## src/rtl/alu_ctrl.sv

```systemverilog
// -----------------------------------------------------------------------------
// alu_ctrl - initiator-side sequencer for the ALU operation interface.
//
// Accepts one operation request from the CPU control path, drives the ALU
// operand/opcode/start lines, waits for the operation to complete and returns
// the low result word, the high word (MUL upper word / DIV remainder) and the
// ALU flags on a valid/ready response channel. All ALU timing knowledge lives
// here: the ALU updates on the falling edge of CLK, fixed-latency operations
// are sampled two rising edges after issue, and DIV uses a start/finished
// handshake guarded by a timeout.
//
// Ports:
//   CLK, RESET_N        clock (rising edge) / asynchronous active-low reset
//   req_valid/ready     request handshake; req_op, req_a, req_b request fields
//   rsp_valid/ready     response handshake; response held until rsp_ready
//   rsp_result/high     low result word / MUL upper word or DIV remainder
//   rsp_flags           ALU flags {POSITIVE, OVERFLOW, CARRY, ZERO}
//   rsp_err             illegal opcode, divide by zero or DIV timeout
//   alu_a/b/opcode      operands and opcode driven to the ALU (opcode 0 = hold)
//   alu_start           one-cycle DIV start pulse
//   alu_finished        DIV completion from the ALU
//   alu_result/high/flags  ALU outputs
// -----------------------------------------------------------------------------
module alu_ctrl #(
  parameter int N            = 16,
  parameter int ALU_OP_COUNT = 4,
  parameter int FLAGS_COUNT  = 4,
  parameter int DIV_TIMEOUT  = 64
) (
  input  logic                    CLK,
  input  logic                    RESET_N,
  input  logic                    req_valid,
  output logic                    req_ready,
  input  logic [ALU_OP_COUNT-1:0] req_op,
  input  logic [N-1:0]            req_a,
  input  logic [N-1:0]            req_b,
  output logic                    rsp_valid,
  input  logic                    rsp_ready,
  output logic [N-1:0]            rsp_result,
  output logic [N-1:0]            rsp_high,
  output logic [FLAGS_COUNT-1:0]  rsp_flags,
  output logic                    rsp_err,
  output logic [N-1:0]            alu_a,
  output logic [N-1:0]            alu_b,
  output logic [ALU_OP_COUNT-1:0] alu_opcode,
  output logic                    alu_start,
  input  logic                    alu_finished,
  input  logic [N-1:0]            alu_result,
  input  logic [N-1:0]            alu_high,
  input  logic [FLAGS_COUNT-1:0]  alu_flags
);

  localparam logic [ALU_OP_COUNT-1:0] OP_NONE = '0;
  localparam logic [ALU_OP_COUNT-1:0] OP_ADD  = ALU_OP_COUNT'(1);
  localparam logic [ALU_OP_COUNT-1:0] OP_MUL  = ALU_OP_COUNT'(3);
  localparam logic [ALU_OP_COUNT-1:0] OP_DIV  = ALU_OP_COUNT'(4);
  localparam logic [ALU_OP_COUNT-1:0] OP_SHR  = ALU_OP_COUNT'(10);

  // Wide enough to hold DIV_TIMEOUT itself.
  localparam int CW = $clog2(DIV_TIMEOUT + 1);
  localparam logic [CW-1:0] CNT_LAST = CW'(DIV_TIMEOUT - 1);

  typedef enum logic [2:0] {
    IDLE,
    EXEC,
    CAPT,
    DIV_START,
    DIV_WAIT,
    RESP
  } state_t;

  state_t        state;
  logic [CW-1:0] div_cnt;

  logic op_legal;
  logic op_reject;

  // Opcodes 1..10 are implemented by the ALU; a DIV by zero is rejected up
  // front so the divider is never started on it.
  assign op_legal  = (req_op >= OP_ADD) && (req_op <= OP_SHR);
  assign op_reject = !op_legal || ((req_op == OP_DIV) && (req_b == '0));

  // NOTE: all state and outputs are updated with non-blocking assignments so
  // every register samples the values from before the edge, independent of
  // statement order inside the block.
  always_ff @(posedge CLK or negedge RESET_N) begin
    if (!RESET_N) begin
      // NOTE: every register here is a control/data flop that must come out
      // of reset in a known state; the async clear also abandons any ALU
      // operation in flight by forcing opcode 0 (ALU holds) and start low.
      state      <= IDLE;
      div_cnt    <= '0;
      req_ready  <= 1'b1;
      rsp_valid  <= 1'b0;
      rsp_result <= '0;
      rsp_high   <= '0;
      rsp_flags  <= '0;
      rsp_err    <= 1'b0;
      alu_a      <= '0;
      alu_b      <= '0;
      alu_opcode <= OP_NONE;
      alu_start  <= 1'b0;
    end else begin
      case (state)
        IDLE: begin
          if (req_valid) begin
            req_ready <= 1'b0;
            alu_a     <= req_a;
            alu_b     <= req_b;
            if (op_reject) begin
              // Answer immediately without touching the ALU.
              rsp_valid  <= 1'b1;
              rsp_err    <= 1'b1;
              rsp_result <= '0;
              rsp_high   <= '0;
              rsp_flags  <= '0;
              state      <= RESP;
            end else begin
              alu_opcode <= req_op;
              rsp_err    <= 1'b0;
              if (req_op == OP_DIV) begin
                alu_start <= 1'b1;
                state     <= DIV_START;
              end else begin
                state <= EXEC;
              end
            end
          end
        end

        // ALU picks up the new operands on the falling edge inside EXEC and
        // its outputs are settled by the end of CAPT.
        EXEC: state <= CAPT;

        CAPT: begin
          rsp_result <= alu_result;
          rsp_flags  <= alu_flags;
          rsp_high   <= (alu_opcode == OP_MUL) ? alu_high : '0;
          alu_opcode <= OP_NONE;
          rsp_valid  <= 1'b1;
          state      <= RESP;
        end

        DIV_START: begin
          alu_start <= 1'b0;
          div_cnt   <= '0;
          state     <= DIV_WAIT;
        end

        DIV_WAIT: begin
          // A completion on the same edge as the timeout takes priority.
          if (alu_finished) begin
            rsp_result <= alu_result;
            rsp_high   <= alu_high;
            rsp_flags  <= alu_flags;
            rsp_err    <= 1'b0;
            alu_opcode <= OP_NONE;
            rsp_valid  <= 1'b1;
            state      <= RESP;
          end else if (div_cnt == CNT_LAST) begin
            rsp_result <= '0;
            rsp_high   <= '0;
            rsp_flags  <= '0;
            rsp_err    <= 1'b1;
            alu_opcode <= OP_NONE;
            rsp_valid  <= 1'b1;
            state      <= RESP;
          end else begin
            div_cnt <= div_cnt + CW'(1);
          end
        end

        RESP: begin
          // Returning to IDLE here means the next request is taken one edge
          // after the response is consumed, never on the same edge.
          if (rsp_ready) begin
            rsp_valid <= 1'b0;
            req_ready <= 1'b1;
            state     <= IDLE;
          end
        end

        default: begin
          state      <= IDLE;
          req_ready  <= 1'b1;
          rsp_valid  <= 1'b0;
          alu_opcode <= OP_NONE;
          alu_start  <= 1'b0;
        end
      endcase
    end
  end

endmodule

```

## config.mk

```make
export PLATFORM = sky130hd
export DESIGN_NAME = alu_ctrl
export DESIGN_NICKNAME = d
export VERILOG_FILES = /design/src/rtl/alu_ctrl.sv
export SDC_FILE = /design/constraint.sdc
export NUM_CORES = 1
export LEC_CHECK = 0
export ABC_CLOCK_PERIOD_IN_PS = 4400
export CAP_MARGIN = 20
export CORE_MARGIN = 3
export CORE_UTILIZATION = 46
export DETAILED_ROUTE_END_ITERATION = 7
export PLACE_DENSITY = 0.84
export SKIP_CTS_REPAIR_TIMING = 1
export SLEW_MARGIN = 15
export SYNTH_ARGS = -nofsm -noshare
export SYNTH_HDL_FRONTEND = slang
export SYNTH_SLANG_ARGS = --single-unit
```

## constraint.sdc

```tcl
create_clock -name CLK -period 4.4 [get_ports CLK]
set_input_delay 0.88 -clock CLK [delete_from_list [all_inputs] [get_ports CLK]]
set_output_delay 0.88 -clock CLK [all_outputs]
set_load 0.05 [all_outputs]
```

==> results of run 1 <==
## per-stage QoR
| stage | setup slack, ps | hold WS, ps | total power [W] | std cells | instance area [um^2] |
|---|---|---|---|---|---|
| 6_report | 1520 | 491 | 0.00443 | 526 | 5350 |
| 5_1_grt | 1360 | 503 | 0.00464 | 526 | 5350 |
| 3_5_place_dp | 1140 | 470 | 0.00392 | 511 | 5160 |
| 4_1_cts | 1530 | 490 | 0.00447 | 526 | 5350 |
| 3_3_place_gp | 1240 | 463 | 0.00384 | 510 | 5150 |
| 2_1_floorplan | 2150 | 486 | 0.00305 | 272 | 3560 |
## worst register-to-register path: stages, from the launching register on
cell     delay [ps]
dfrtp_1         540
or3_1           520
nor2_4          870
mux2_2          440
## synth_stat cells, drive strengths merged
library cell  instances
dfrtp                85
a22o                 36
mux2                 33
o21ai                13
inv                  12
buf                   9
nand2                 7
nor2                  7
a21oi                 6
clkbuf                6
nand3                 5
o31ai                 5
a21boi                4
nand2b                4
nor4                  4
nand4                 3
o311ai                3
or3                   3
a311oi                2
nor3                  2
o211ai                2
or4                   2
a211oi                1
a21o                  1
a32o                  1
a41o                  1
a41oi                 1
and2                  1
and3                  1
and4b                 1
dfstp                 1
ha                    1
nand3b                1
nor2b                 1
nor4b                 1
o2111ai               1
o21bai                1
o311a                 1
o31a                  1
or2                   1
or4b                  1
## worst max-delay path by stage
stage               slack, ps  cells past startpoint                       end
floorplan                2150                      5  rsp_high[10]$_DFFE_PN0P_
global placement         1240                      5   rsp_high[7]$_DFFE_PN0P_
detailed placement       1140                      5   rsp_high[9]$_DFFE_PN0P_
CTS                      1530                      5   rsp_high[9]$_DFFE_PN0P_
global route             1360                      5   rsp_high[9]$_DFFE_PN0P_
finish                   1520                      5   rsp_high[9]$_DFFE_PN0P_
## power breakdown
part,total [W],internal (W),switching (W)
Combinational,0.00254,0.000935,0.00160
Clock,0.000547,0.000265,0.000282
Sequential,0.00135,0.00112,0.000228
## layout make-up
type	count	area, um^2
clock buffers	9	124
clock inverters	6	71.3
fillers	511	2020
inverters	12	45.0
multi-input cells	159	1290
flip-flops and latches	86	2150
well taps	99	124
repair buffers	155	1540
## per-layer routing
layer	wire [um]	vias to the layer above	share of wire, %
met5	0	-	0
met4	114	0	1.2
met3	782	13	8.5
met2	4500	122	49
li1	-	1318	-
met1	3820	1395	41
## state kept, by name, summed over array words and instances, names as in the netlist
| name | count |
|---|---|
| rsp_err | 1 |
| alu_start | 1 |
| req_ready | 1 |
| div_cnt | 7 |
| rsp_valid | 1 |
| rsp_result | 16 |
| alu_b | 16 |
| alu_opcode | 4 |
| alu_a | 16 |
| rsp_high | 16 |
| state | 3 |
| rsp_flags | 4 |
## logic make-up (layout without fill, tap and decap cells)
family                   Yosys count  count (layout)
flip-flops                        86              86
AO/OA/AOI/OAI                     80              80
AND/OR/NAND/NOR                   45              45
multiplexers                      33              33
buffers and inverters             27             182
adder cells (fa/ha/maj)            1               1
==> results by group, run 1 <==
Timing
  – Max Clk Rate: 347 MHz
  – Final Hold Vio Count: 0
  – Min Clock Period, post-route: 2880 ps
  – Actual slew at the worst max-slew pin: 1100 ps
  – Final setup violation count: 0
  – Relative slew slack: 26.3%
  – Slew Viols, Final: 0
  – Final setup TNS: 0 ps
  – RSZ-0062 raised after global routing: no
  – Setup Skew: 9.14 ps
  – Tcrit/Tclk final: approximately 65%

Logic synthesis
  – Post-Syn Nets: 350
  – Register area share after synthesis: between 60% and 70%
  – Largest family of logic cells by synthesized area: compound AO/OA/AOI/OAI gates
  – Mapped Area: 3560 um^2
  – Area share of fa/ha/maj cells after synthesis: less than 1%
  – Post-synth top area share: 59.7%
  – Count of different cell masters after synthesis: 47
  – Simple-Gate Fraction of Synth Area: 7.34%
  – Largest area contributor in the netlist: dfrtp_1
  – #FFs+latches synth: 86
  – Post-Syn Instances: around 270
  – Yosys Warn Count: 0
  – Mux share of post-synthesis cell area: between 10% and 20%
  – Synth Area in XOR/XNOR: 0%
  – Synth area leaders: dfrtp_1 60%, a22o_1 8.9%, mux2_2 7.3%
  – Synth Area in Compound Gates: between 10% and 20%
  – Avg Cell Area, Syn: 13.1 um^2

Place
  – Port bufs: between 150 and 200
  – GP Congestion: around 0.78
  – Post-DP HPWL: 6870 um

Setup path
  – Crit path launch: req_b[10]
  – Required @ worst endpoint: 4640 ps
  – CP max stage cell: o2111ai_4
  – Crit. End Element: flop
  – Worst setup SP type: input port
  – Crit path max-delay family: compound AO/OA/AOI/OAI gates
  – Worst-path cell chain: clkdlybuf4s50_1 -> nor4_1 -> a41o_1 -> o2111ai_4 -> a22o_1
  – Worst R2R End: alu_b[5]$_DFFE_PN0P_
  – Worst reg2reg startpoint: state[1]$_DFFE_PN0P_
  – Critical Path AT: roughly 3100 ps
  – WP buf/inv: 1
  – Largest stage delay, worst path: approximately 500 ps
  – Type of the worst setup path: input port to flop
  – Critical Path Fanout Max: 37
  – R2r worst-path depth: 3
  – Reg2reg setup slack: 1920 ps

Global routing
  – Routing usage on met3: approximately 6.5%
  – Met1 Resource Use GR: between 20% and 30%
  – Pin count of the biggest net entering global routing: 55
  – Total grt overflow: 0
  – First-pass GRT wire length: 14600 um
  – Vias in the first global route: 2952
  – GR Util met2: around 35%
  – Layer with the highest usage: met2
  – GRT Total Usage: 21.1%
  – Initial antenna violation count: 0

Clocking
  – Clk sinks: 86
  – Worst-Skew Late Latency: 350 ps
  – TritonCTS buffer count: 9
  – CTS tree: done
  – Clk buf depth: 2
  – Clock transition at path regs: 90 ps
  – Root Buffer: clkbuf_8
  – H-tree Lvls: 3

Floorplan
  – Core footprint: 7370 um^2
  – Io pins: 153
  – Site Rows: 31
  – Die height: between 90 and 100 um
  – Die area: 8830 um^2
  – Die width: 94.0 um
  – Initial Utilization: 48.3%

Power
  – Max VDD drop: ~0.52 mV
  – P_leak: 2.25 nW
  – Power per cell area: 828 nW/um^2

Worst hold path
  – WHS Path Cells: 2
  – Min-Delay Startpoint: rsp_valid$_DFFE_PN0P_
  – Endpoint, Worst Hold: rsp_valid$_DFFE_PN0P_
  – Hold Crit Class: flop to flop

Finish
  – Layout cells sized above 1: ~11%
  – Fin util: 72.6%
  – Most frequent cells in the layout: 151 x clkdlybuf4s50_1, 85 x dfrtp_1, 36 x a22o_1, 23 x mux2_2, 13 x o21ai_0
  – Diode count: 0
  – Area grow syn2layout: 50.3%
  – Commonest non-fill, non-tap cell in the layout: clkdlybuf4s50_1
  – Nets@finish: roughly 500

Job
  – Maxcap violations: 0

Route
  – WL per Instance: approximately 18 um
  – # DRC: 0
  – Via Count: 2848
  – Initial DRC Count: 117
  – DR pass1 iterations: 4
  – Routed Antenna Nets: 0
  – Vias per Instance: 5.41
  – Total Routed Length: 9210 um

Outcome
  – Outcome: complete, no violations
Note: power is estimated with default switching activity, not from simulation.
==> inputs of run 2 (changes only) <==
--- a/config.mk
+++ b/config.mk
@@ -5,12 +5,12 @@
 export SDC_FILE = /design/constraint.sdc
 export NUM_CORES = 1
 export LEC_CHECK = 0
-export ABC_CLOCK_PERIOD_IN_PS = 4400
+export ABC_CLOCK_PERIOD_IN_PS = 2550
 export CAP_MARGIN = 20
 export CORE_MARGIN = 3
-export CORE_UTILIZATION = 46
+export CORE_UTILIZATION = 38
 export DETAILED_ROUTE_END_ITERATION = 7
-export PLACE_DENSITY = 0.84
+export PLACE_DENSITY = 0.74
 export SKIP_CTS_REPAIR_TIMING = 1
 export SLEW_MARGIN = 15
 export SYNTH_ARGS = -nofsm -noshare
==> constraint.sdc (replaced) <==
create_clock -name CLK -period 2.55 [get_ports CLK]
set_input_delay 0.51 -clock CLK [delete_from_list [all_inputs] [get_ports CLK]]
set_output_delay 0.51 -clock CLK [all_outputs]
set_load 0.05 [all_outputs]
==> results by group, run 2 (synthesized netlist as in run 1, its figures left out) <==
Clocking
  – Clk buf depth: 2
  – H-tree Lvls: 3
  – Root Buffer: clkbuf_8
  – Clock transition at path regs: 80 ps
  – Clk sinks: 86
  – TritonCTS buffer count: 9
  – Worst-Skew Late Latency: 360 ps
  – CTS tree: done

Timing
  – RSZ-0062 raised after global routing: no
  – Final setup TNS: 0 ps
  – Slew Viols, Final: 0
  – Setup Skew: 7.28 ps
  – Actual slew at the worst max-slew pin: 556 ps
  – Tcrit/Tclk final: between 80% and 90%
  – Final Hold Vio Count: 0
  – Relative slew slack: 63.0%
  – Max Clk Rate: 449 MHz
  – Min Clock Period, post-route: 2230 ps
  – Final setup violation count: 0

Setup path
  – Required @ worst endpoint: slightly above 2000 ps
  – Crit. End Element: primary output
  – Critical Path Fanout Max: 2
  – Crit path max-delay family: buffers and inverters
  – Type of the worst setup path: flop to primary output
  – Worst-path cell chain: clkdlybuf4s50_1
  – Worst setup SP type: flop
  – Critical Path AT: 1720 ps
  – Largest stage delay, worst path: a little over 800 ps
  – CP max stage cell: clkdlybuf4s50_1
  – WP buf/inv: 1

Route
  – Routed Antenna Nets: 0
  – Total Routed Length: 9010 um
  – WL per Instance: 16.6 um
  – Via Count: 2841
  – DR pass1 iterations: 4
  – # DRC: 0
  – Initial DRC Count: 120
  – Vias per Instance: 5.23

Finish
  – Multi-input gate area: 1290 um^2
  – Commonest non-fill, non-tap cell in the layout: clkdlybuf4s50_1
  – Final Cell Area: 5450 um^2
  – Diode count: 0
  – Area grow syn2layout: 53.2%
  – FF/Latch Area: 2150 um^2
  – # fillers: 710
  – Layout cells sized above 1: 12.9%
  – Nets@finish: 508
  – Most frequent cells in the layout: 151 x clkdlybuf4s50_1, 85 x dfrtp_1, 36 x a22o_1, 23 x mux2_2, 13 x o21ai_0

Global routing
  – Total grt overflow: 0
  – First-pass GRT wire length: 14100 um
  – Pin count of the biggest net entering global routing: 46
  – Initial antenna violation count: 0
  – Vias in the first global route: 2924
  – GRT Total Usage: roughly 17%

Place
  – Post-DP HPWL: 6640 um
  – Placed Area: between 5000 and 6000 um^2
  – GP Congestion: 0.846
  – Port bufs: 152

Outcome
  – Outcome: complete, no violations

Floorplan
  – Io pins: 153
  – Site Rows: 34
  – Die area: 10600 um^2
  – Die height: 103 um
  – Initial Utilization: 40.1%
  – Core footprint: between 8000 and 9000 um^2
  – Die width: 103 um

Power
  – Power Total: 0.00775 W
  – P_leak: 2.29 nW
  – Max VDD drop: 0.695 mV
  – Power per cell area: 1420 nW/um^2

Worst hold path
  – Hold Crit Class: input port to asynchronous set/reset pin

Job
  – Maxcap violations: 0
-- run 2: cell count changes in the layout (fill, tap and decap cells not counted) --
| cell | before | now |
|---|---|---|
| clkbuf_8 | 9 | 10 |
| inv_8 | 1 | 0 |
| buf_4 | 4 | 9 |
| clkinvlp_4 | 1 | 3 |
| clkinv_2 | 1 | 0 |
| buf_12 | 0 | 2 |
-- run 2: report_power, final --
part	internal [W]	switching, W
Clock	0.000484	0.000496
Combinational	0.00169	0.00276
Sequential	0.00194	0.000380
Total	0.00411	0.00364
-- run 2: final timing paths --
kind | startpoint | to | slack (ps) | depth (start not counted)
setup / recovery | req_ready$_DFFE_PN1P_ | req_ready | 320 | 1
hold / removal | RESET_N | alu_b[1]$_DFFE_PN0P_ | 120 | 1
setup reg to reg | state[1]$_DFFE_PN0P_ | rsp_high[0]$_DFFE_PN0P_ | 460 | 5
hold reg to reg | rsp_valid$_DFFE_PN0P_ | rsp_valid$_DFFE_PN0P_ | 490 | 2
max in group asynchronous | RESET_N | alu_opcode[3]$_DFFE_PN0P_ | 1720 | 2
min in group CLK | rsp_valid$_DFFE_PN0P_ | rsp_valid$_DFFE_PN0P_ | 490 | 2
-- run 2: cell type report --
cell class,instances,area share [%]
Clock buffer,10,2.52
Tap cell,108,2.48
Sequential cell,86,39.5
Multi-Input combinational cell,159,23.7
Timing Repair Buffer,162,29.7
Inverter,12,0.826
Clock inverter,6,1.28
-- run 2: metrics by stage --
step                      setup WS [ps]  instances  hold slack (ps)  utilization, %
final                               325        543              122            61.3
after CTS                           303        543              138            61.3
after global placement              152        527              465            59.0
after detailed placement           87.3        527              466            59.0
after global routing                276        543              162            61.3
after floorplan                     669        272              214               -
-- run 2: layer usage --
layer | track usage, % | vias up | part of all wire, %
met3 | 5.82 | 16 | 8.4
met1 | 21.7 | 1373 | 43
met4 | 6.87 | 0 | 2.0
li1 | - | 1339 | -
met5 | 0 | - | 0
met2 | 27.5 | 113 | 47
==> inputs of run 3 (changes only) <==
--- a/config.mk
+++ b/config.mk
@@ -12,6 +12,7 @@
 export DETAILED_ROUTE_END_ITERATION = 7
 export PLACE_DENSITY = 0.74
 export SKIP_CTS_REPAIR_TIMING = 1
+export SKIP_LAST_GASP = 1
 export SLEW_MARGIN = 15
 export SYNTH_ARGS = -nofsm -noshare
 export SYNTH_HDL_FRONTEND = slang
==> results of run 3 <==
The final DEF is identical to that of run 2; final timing and power are the same.
==> patch 1 (flow settings as in run 2) <==
Re-encode `state_t` (6 states) as Gray code, 3 bits wide.
--- a/src/rtl/alu_ctrl.sv
+++ b/src/rtl/alu_ctrl.sv
@@ -61,12 +61,12 @@
   localparam logic [CW-1:0] CNT_LAST = CW'(DIV_TIMEOUT - 1);
 
   typedef enum logic [2:0] {
-    IDLE,
-    EXEC,
-    CAPT,
-    DIV_START,
-    DIV_WAIT,
-    RESP
+    IDLE      = 3'b000,
+    EXEC      = 3'b001,
+    CAPT      = 3'b011,
+    DIV_START = 3'b010,
+    DIV_WAIT  = 3'b110,
+    RESP      = 3'b111
   } state_t;
 
   state_t        state;
Formal check against the unedited RTL: no difference found for any inputs over 4 cycles, from zero or initial values and one cycle with RESET_N low; so few cycles prove little.
==> patch 1 against run 2 <==
Count of clock-buffer cells in the layout is 1 higher; sequential cell count stayed put; die area is 19% higher; critical path depth stayed put; largest power group unchanged; hold slack worse by 49 ps; worst setup slack worse by 1.6 ps; synthesized cell count is 52% higher; final area is 13% higher; routed wire length is 36% higher; largest cell class unchanged; area after synthesis is 20% higher; total power is 11% higher; final cell count is 30% higher.
==> patch 1: results (changes against run 2) <==
pin count of the biggest net entering global routing 42 (-8.7%); post-synthesis sequential area ratio 50.5% (-10 points); GR Util met1 25.1% (+3.4 points); peak supply drop 0.828 mV (+19%); Max stage delay on crit path 800 ps (-20 ps); vias in the first global route 3,967 (+36%); clock latency on the worst-skew pair 380 ps (+20 ps); Tot GR Track Use 19.6% (+2.4 points); Reg2Reg Depth 6 (+1); Final Skew 18.0 ps (+10.7 ps); leading cell types by count after synthesis dfrtp_1, nand2_1, o21ai_0; GRT met2 Usage 32.6% (+5.1 points); first-pass GRT wire length 20,100 um (+42%); outcome completed; met3 Usage GRT 5.27% (-0.55 points); reg-to-reg slack, setup 500 ps (+40 ps); maximum net fanout on the critical path 3 (+1); synth unique cells 54 (+15%); vias per inst 5.44 (+4.0%); maximum achievable frequency 449 MHz (about the same); DRC violation total after the first TritonRoute iteration 193 (+61%); routed length per placed instance 17.4 um (+4.8%); NumNets Final 637 (+25%); worst slack at placement 188 ps (+101 ps); Worst-path clk slew 100 ps (+20 ps); Reg2Reg Capture Point rsp_valid; Synth area leaders dfrtp_1, mux2_2, o211ai_1, nand2_1, o21ai_0; sum of net half-perimeters after detailed placement 8850 um (+33%)
-- patch 1: power breakdown --
group	leakage, nW	internal, mW	switching, mW
registers	1.08	1.98	0.515
clock network	0.122	0.618	0.534
logic	1.32	1.77	3.19
-- patch 1: logic make-up after synthesis --
| kind of cell | synth area share [%] |
|---|---|
| buffers and inverters | 4.78 |
| multiplexers | 8.92 |
| AND/OR/NAND/NOR | 14.7 |
| flip-flops | 50.5 |
| AO/OA/AOI/OAI | 20.6 |
| adder cells (fa/ha/maj) | 0.293 |
| XOR/XNOR | 0.205 |
-- patch 1: final cells by class --
| type | count | area [um2] |
|---|---|---|
| clock buffers | 11 | 151 |
| inverters | 6 | 22.5 |
| flip-flops and latches | 86 | 2150 |
| multi-input cells | 289 | 1920 |
| clock inverters | 5 | 88.8 |
| well taps | 140 | 175 |
| fillers | 970 | 4720 |
| repair buffers | 167 | 1660 |
-- patch 1: worst max-delay path by stage --
stage / startpoint / end / cells past startpoint
6_report: req_ready / req_ready / 1
3_5_place_dp: req_b[9] / rsp_high[13] / 6
5_1_grt: req_ready / req_ready / 1
4_1_cts: req_ready / req_ready / 1
2_1_floorplan: div_cnt[0] / rsp_valid / 7
3_3_place_gp: req_b[9] / rsp_high[9] / 6
-- patch 1: through the flow --
stage	hold WS (ps)	cells	area, um2	power [mW]	util [%]
global route	95.8	704	6170	9.06	56.7
detailed placement	485	688	5930	7.49	54.4
finish	73.0	704	6170	8.61	56.7
CTS	73.2	704	6170	8.66	56.7
global placement	482	688	5930	7.33	54.4
floorplan	214	414	4270	5.78	-
-- patch 1: per-layer routing --
| layer | wire length [um] | part of all wire (%) |
|---|---|---|
| met1 | 5230 | 43 |
| met2 | 5930 | 48 |
| met3 | 877 | 7.2 |
| met4 | 213 | 1.7 |
| met5 | 0 | 0 |
==> patch 2 (settings of run 2) <==
Made on the original files. `N`: 16 -> 15.
--- a/src/rtl/alu_ctrl.sv
+++ b/src/rtl/alu_ctrl.sv
@@ -22,7 +22,7 @@
 //   alu_result/high/flags  ALU outputs
 // -----------------------------------------------------------------------------
 module alu_ctrl #(
-  parameter int N            = 16,
+  parameter int N            = 15,
   parameter int ALU_OP_COUNT = 4,
   parameter int FLAGS_COUNT  = 4,
   parameter int DIV_TIMEOUT  = 64
Ports: changed (8 resized); port bits go from 153 to 145. No check against the original RTL was run, so the function may have changed too.
==> patch 2 against run 2 <==
Routed wire length shrank 3.1%; non-clock buffer count down 11; area after synthesis fell by 2.5%; final area decreased by 4.6%; sequential cell count decreased by 4; hold slack got worse by 20 ps; first-iteration DRC count down 6.7%; critical path depth rose by 5; clock power shrank 9.7%; die area decreased by 2.4%; total power down 2.5%; combinational power shrank 2%; worst setup slack got worse by 29 ps.
==> patch 2: results (changes against run 2) <==
class of the tightest hold or removal check input pin to asynchronous set/reset pin; post-synthesis sequential area ratio 59.2% (-1.3 points); Max stage delay on crit path 700 ps (-120 ps); Mapped Avg Cell Area 13.0 um2 (-0.70%); GRT met2 Usage 27.9% (+0.36 points); NumNets Final 490 (-3.5%); non-filler instance count after layout 529 (-2.6%); clock latency on the worst-skew pair 350 ps; vias in the first global route 2,850 (-2.5%); reg-to-reg slack, setup 320 ps (-140 ps); number of inverters outside the clock class in the layout 9 (-3); area of all placed cells without fillers 5200 um2 (-4.6%); multi-input logic area 1280 um2 (-0.87%); Tot GR Track Use 17.5% (+0.20 points); synth unique cells 47 (unchanged); sinks on the clock net 82 (-4.7%); Final Skew 12.8 ps (+5.56 ps); total number of vias 2,690 (-5.3%); RR Startpoint state[2]; net count after synthesis 341 (-2.6%); mux contribution to synthesized area 9.73% (-0.70 points); worst slack at placement -81.6 ps (-169 ps); routed length per placed instance 16.5 um (-0.52%); fraction of layout cells with a size suffix above 1 17.1% (+4.2 points); pin count of the biggest net entering global routing 49 (+6.5%); Synth area leaders dfrtp_1, mux2_2, a22o_1, o21ai_0, nor2_1; first-pass GRT wire length 14,000 um (-0.88%); peak supply drop 0.724 mV (+4.3%); DRC violation total after the first TritonRoute iteration 112 (-6.7%); buffering overhead 29.1% (-0.54 points); wire length on met1 3640 um (-5.1%); compound-cell area share of the yosys netlist 17.0% (-1.0 points); post-placement cell count 513 (-2.7%); relative area of clock buffers and inverters in the final design 3.51% (-0.30 points); outcome completed; detailed route wirelength on metal2 4100 um (-3.2%); standard cell with the maximum stage delay on the critical path a21boi_4; Least-Margin Pin Slew 866 ps (+310 ps); final RePlAce weighted congestion 0.827 (-2.2%); count of buffers inserted at the top-level ports 144 (-5.3%); layout clock buffer count 9 (-1); met3 Usage GRT 7.37% (+1.6 points); crit-path leading delay family compound AO/OA/AOI/OAI gates; Placed Area 5020 um2 (-4.3%); GR Util met1 21.7% (-0.090 points); fill cell instance count of the final layout 758 (+6.8%); detailed-routed wire length on met3 888 um (+17%); sum of net half-perimeters after detailed placement 6470 um (-2.5%); Sequential Area 2050 um2 (-4.6%); maximum net fanout on the critical path 34 (+32); Reg2Reg Depth 5 (unchanged); worst hold margin 102 ps (-19.9 ps); leakage dissipation 2.18 nW (-4.8%); Reg2Reg Capture Point rsp_high[2]; layout multi-input combinational cell count 163 (+2.5%); buffer count excluding the clock tree in the final layout 151 (-6.8%); leading cell types by count after synthesis dfrtp_1, a22o_1, mux2_2; xor-xnor portion of the synthesized cell area 0.757% (+0.76 points)
## patch 2: cell types whose count changed after synthesis, moves of 4 or more
cell,run 2,this run
mux2_1,10,0
nor2_1,7,16
mux2_2,23,30
a22o_1,36,30
o31ai_1,5,0
a22o_2,0,4
clkbuf_1,6,2
dfrtp_1,85,81
inv_1,12,8
nand3_1,5,9
nor3_1,2,6
## patch 2: worst max path at each step
stage                     startpoint      endpoint  slack, ps  cells after the start
after floorplan             req_b[6]  rsp_high[10]        840                      6
after CTS                  req_op[0]   rsp_high[2]        270                      6
after detailed placement   req_op[0]   rsp_high[6]        -80                      6
final                      req_op[0]   rsp_high[2]        300                      6
after global placement     req_op[0]   rsp_high[1]        -60                      6
after global routing        state[2]   rsp_high[2]         70                      5
## patch 2: power by group
part,internal (mW),total (mW),switching (mW)
Clock,0.371,0.885,0.514
Sequential,1.88,2.29,0.405
Combinational,1.65,4.38,2.73
Total,3.90,7.55,3.65
